### src/rtl/pc_sequencer.sv
// rtl/pc_sequencer.sv - program counter sequencer with return-address stack
//
// Owns the fetch program counter, applies branch-unit redirects and keeps a
// circular return-address stack so call/return pairs nest.
//
// Ports:
//   clk        in   system clock, rising edge
//   rst        in   synchronous active-high reset
//   PCSrc      in   take redirect this cycle
//   eN         in   branch/call target
//   is_call    in   redirect is a call (push PC+1)
//   is_ret     in   instruction is a return (pop stack)
//   stall      in   hold PC and stack this cycle
//   halt       in   enter HALT
//   resume     in   leave HALT
//   PC         out  current fetch address
//   ra         out  top of return-address stack (0 when empty)
//   ras_empty  out  stack holds no entries
//   ras_full   out  stack holds RAS_DEPTH entries
//   ras_ovf    out  sticky: push while full
//   ras_unf    out  sticky: pop while empty
//   halted     out  sequencer is in HALT

module pc_sequencer #(
   parameter int              PC_W      = 8,
   parameter int              RAS_DEPTH = 4,
   parameter logic [PC_W-1:0] RESET_PC  = '0
) (
   input  logic            clk,
   input  logic            rst,
   input  logic            PCSrc,
   input  logic [PC_W-1:0] eN,
   input  logic            is_call,
   input  logic            is_ret,
   input  logic            stall,
   input  logic            halt,
   input  logic            resume,
   output logic [PC_W-1:0] PC,
   output logic [PC_W-1:0] ra,
   output logic            ras_empty,
   output logic            ras_full,
   output logic            ras_ovf,
   output logic            ras_unf,
   output logic            halted
);

   localparam int            PW       = $clog2(RAS_DEPTH);
   localparam logic [PW:0]   FULL_CNT = (PW+1)'(RAS_DEPTH);

   typedef enum logic {
      S_RUN  = 1'b0,
      S_HALT = 1'b1
   } state_t;

   state_t          state_q, state_d;
   logic [PC_W-1:0] pc_q, pc_d;
   logic [PC_W-1:0] ras_q [RAS_DEPTH];
   logic [PC_W-1:0] ras_d [RAS_DEPTH];
   // ptr is the next write slot; it wraps freely so an overflowing push
   // lands on the oldest entry. cnt tracks occupancy separately.
   logic [PW-1:0]   ptr_q, ptr_d;
   logic [PW:0]     cnt_q, cnt_d;
   logic            ovf_q, ovf_d;
   logic            unf_q, unf_d;

   logic [PC_W-1:0] pc_inc;
   logic [PC_W-1:0] top;
   logic            empty;
   logic            full;

   assign pc_inc = pc_q + PC_W'(1);
   assign top    = ras_q[ptr_q - PW'(1)];
   assign empty  = (cnt_q == '0);
   assign full   = (cnt_q == FULL_CNT);

   always_comb begin
      state_d = state_q;
      pc_d    = pc_q;
      ras_d   = ras_q;
      ptr_d   = ptr_q;
      cnt_d   = cnt_q;
      ovf_d   = ovf_q;
      unf_d   = unf_q;

      case (state_q)
         S_HALT: begin
            if (resume) begin
               state_d = S_RUN;
            end
         end
         default: begin
            if (!stall) begin
               if (is_ret) begin
                  if (!empty) begin
                     pc_d  = top;
                     ptr_d = ptr_q - PW'(1);
                     cnt_d = cnt_q - (PW+1)'(1);
                  end else begin
                     pc_d  = pc_inc;
                     unf_d = 1'b1;
                  end
               end else if (PCSrc && is_call) begin
                  ras_d[ptr_q] = pc_inc;
                  ptr_d        = ptr_q + PW'(1);
                  if (full) begin
                     ovf_d = 1'b1;
                  end else begin
                     cnt_d = cnt_q + (PW+1)'(1);
                  end
                  pc_d = eN;
               end else if (PCSrc) begin
                  pc_d = eN;
               end else begin
                  pc_d = pc_inc;
               end
               // The redirect of the halting cycle still takes effect.
               if (halt) begin
                  state_d = S_HALT;
               end
            end
         end
      endcase
   end

   always_ff @(posedge clk) begin
      if (rst) begin
         state_q <= S_RUN;
         pc_q    <= RESET_PC;
         ptr_q   <= '0;
         cnt_q   <= '0;
         ovf_q   <= 1'b0;
         unf_q   <= 1'b0;
         for (int i = 0; i < RAS_DEPTH; i++) begin
            ras_q[i] <= '0;
         end
      end else begin
         state_q <= state_d;
         pc_q    <= pc_d;
         ptr_q   <= ptr_d;
         cnt_q   <= cnt_d;
         ovf_q   <= ovf_d;
         unf_q   <= unf_d;
         for (int i = 0; i < RAS_DEPTH; i++) begin
            ras_q[i] <= ras_d[i];
         end
      end
   end

   assign PC        = pc_q;
   assign ra        = empty ? '0 : top;
   assign ras_empty = empty;
   assign ras_full  = full;
   assign ras_ovf   = ovf_q;
   assign ras_unf   = unf_q;
   assign halted    = (state_q == S_HALT);

endmodule
### config.mk
export PLATFORM = sky130hd
export DESIGN_NAME = pc_sequencer
export DESIGN_NICKNAME = d
export VERILOG_FILES = /design/src/rtl/pc_sequencer.sv
export SDC_FILE = /design/constraint.sdc
export NUM_CORES = 1
export LEC_CHECK = 0
export ABC_AREA = 1
export ABC_CLOCK_PERIOD_IN_PS = 3360
export BUFFER_PORTS_ARGS = -buffer_cell sky130_fd_sc_hd__buf_2
export CAP_MARGIN = 30
export CORE_MARGIN = 10
export CORE_UTILIZATION = 64
export CTS_BUF_LIST = sky130_fd_sc_hd__clkbuf_4 sky130_fd_sc_hd__clkbuf_8
export CTS_CLUSTER_DIAMETER = 60
export DETAILED_ROUTE_END_ITERATION = 7
export PLACE_DENSITY = 0.88
export SLEW_MARGIN = 20
export SYNTH_ARGS = -nofsm -noshare
export SYNTH_HDL_FRONTEND = slang
export SYNTH_SLANG_ARGS = --single-unit
### constraint.sdc
create_clock -name clk -period 3.36 [get_ports clk]
set_input_delay 0.336 -clock clk [delete_from_list [all_inputs] [get_ports clk]]
set_output_delay 0.336 -clock clk [all_outputs]
set_load 0.005 [all_outputs]
==> results.txt <==
Worst R2R End - PC[1]
VDD IR max - 0.293 mV
Gpl congestion - 0.921
Worst R2R Path Depth - 8
Tightest Pin Transition - 0.908 ns
Post_cts resized - 0
Class of the worst hold path - input pin to register
Post-DP Area - 2820 um2
Max Slew Vio Count - 0
Hold Path Sink - halted
Synth-to-Final Area Change - 9.24%
Max Fclk - 396 MHz
GRT overflow - 0
Total power - 1.32 mW
Antenna fix cells - 0
DRT iter0 DRCs - 251
Number of max-cap violations - 0
Fin area - 2930 um2
Vias/cell - 5.71
Antenna violations before repair - 0
Ys Warns - 0
Period utilization - 0.752
Syn Nets - 386
Num CTS Buffers - 5
Launch point of the worst reg-to-reg path - ptr_q[0]
Global-route wire length before repair - 11.1 mm
Status - finished clean
Crit Path Category - register to output port
Multi-input logic area - 1400 um2
Critical-path top delay cell - ha_1
Worst setup SP type - register
Critical path capture point type - output port
Final hold slack - 0.259 ns
Htree depth - 2
Worst EP arrival - 2.19 ns
Fillers - 330
Port bufs - 36
Top_reg_cell synth - dfxtp_1
Post-place setup slack - 1.22 ns
HP Start - halt
Post-synthesis cell type count - 35
Chip height - 84.7 um
CTS tree - yes
Setup Skew - 0.00547 ns
CTS Sinks - 48
Final Setup Violations - 0
Critical path, cell by cell - inv_4 > ha_1 > inv_1 > nor2_1 > o21ai_0 > a21oi_1 > buf_2
EDFF count, synth - 0
Reg2reg setup slack - 1.33 ns
Worst-path clk slew - 0.09 ns
Ys async rst share - 0
Syn Area/Cell - 7.36 um2
Layout cells sized above 1 - 0.220
Total core area - 4030 um2
Cell row count - 23
Relative slew margins - 0.394
Post-synthesis sequential area ratio - 0.359
Vias - 2541
Data required time of the worst path - 3.02 ns
Worst path max stage delay - 0.56 ns
Most frequent cells in the layout - dfxtp_1, nand2_1, a21oi_1
WHS Path Cells - 3
Minimum clock period - 2.53 ns
Worst skew pair latency - 0.31 ns
HPWL after DPL - 4.81 mm
RSZ-0062 raised after global routing - no
CTS Hold Bufs - 0
Die area - 7180 um2
Setup TNS - 0 ns
Mapped Cells - 364
P_leak - 1.32 nW
# IOs - 37
Sequential cell area - 961 um2
1st-pass router iterations - 5
Root Driver - clkbuf_8
Synthesized area - 2680 um2
Initial Utilization - 0.665
DRT Wirelength - 6.76 mm
# Post-CTS Setup Buffers - 0
Pin count of the biggest net entering global routing - 33
Power density over cell area - 452 nW/um2
Vias in the first global route - 2382
Flops & latches, synth - 48
Final nets - 416
GRT Util Overall - 0.183
Antenna-violating nets left - 0
WL per Instance - 15.2 um
Die W - 84.7 um
Fin worst setup slack - 0.832 ns
CP Max Fanout - 19
Post-route DRC - 0
Max Buffers Root-to-Sink - 2
Final Hold Viols - 0
## per-stage QoR
| step | cells | util |
|---|---|---|
| 6_report | 445 | 0.727 |
| 5_1_grt | 445 | 0.727 |
| 4_1_cts | 445 | 0.727 |
| 3_5_place_dp | 437 | 0.699 |
| 3_3_place_gp | 437 | 0.699 |
| 2_1_floorplan | 364 | - |
## where the power goes
part / internal (mW) / switching, mW
sequential: 0.591 / 0.0246
clock: 0.229 / 0.205
combinational: 0.0898 / 0.183
## sequential cells by signal, summed over array words and instances, names as in the netlist
signal	cells
ras_ovf	1
PC	8
ptr_q	2
cnt_q	3
ras_unf	1
halted	1
ras_q	32
## Yosys cell counts, drive strengths merged, types with 2 or more instances
library cell | n | area [um2]
ha | 5 | 62.6
buf | 10 | 103
nand2 | 54 | 243
dfxtp | 48 | 961
a21oi | 59 | 337
clkinv | 4 | 27.5
nor2 | 38 | 175
clkbuf | 5 | 18.8
xnor2 | 2 | 17.5
xor2 | 2 | 17.5
nor3 | 2 | 10.0
o21ai | 64 | 350
inv | 44 | 175
nand3 | 20 | 105
nand4 | 2 | 27.5
## layer usage
layer,share of wire,global-route usage,up-vias
met5,0,0,-
met4,0.0065,0.0524,0
met2,0.46,0.289,123
li1,-,-,1259
met1,0.46,0.234,1152
met3,0.074,0.0541,7
## worst max-delay path, delay by kind of cell (launching register included)
family                   cells  cell delay (ns)
buffers and inverters        3             0.50
adder cells (fa/ha/maj)      1             0.56
AND/OR/NAND/NOR              1             0.13
AO/OA/AOI/OAI                2             0.31
flip-flops                   1             0.38
## kinds of logic (layout without fill, tap and decap cells)
kind of cell,after synthesis,count (layout),synth area share
AOI/OAI and AO/OA,127,127,0.268
and+or+nand+nor,116,116,0.209
adders and majority gates,6,6,0.0308
buffers and inverters,63,94,0.121
xor gates and xnor gates,4,4,0.0131
DFF,48,48,0.359
## worst max path at each step
stage	startpoint	end	slack (ns)	depth (start not counted)
floorplan	ptr_q[0]	ra[4]	1.54	8
global placement	ptr_q[0]	ra[2]	1.30	7
detailed placement	ptr_q[0]	ra[2]	1.22	7
CTS	ptr_q[0]	ra[2]	0.87	7
global route	ptr_q[1]	ra[0]	0.70	7
finish	ptr_q[0]	ra[2]	0.83	7
## final cells by class
type | count | share of cell area
repair buffers | 38 | 0.0667
inverters | 48 | 0.0692
flip-flops and latches | 48 | 0.328
clock inverters | 2 | 0.0120
well taps | 50 | 0.0214
multi-input cells | 253 | 0.476
clock buffers | 6 | 0.0261
Note: power is estimated with default switching activity, not from simulation.
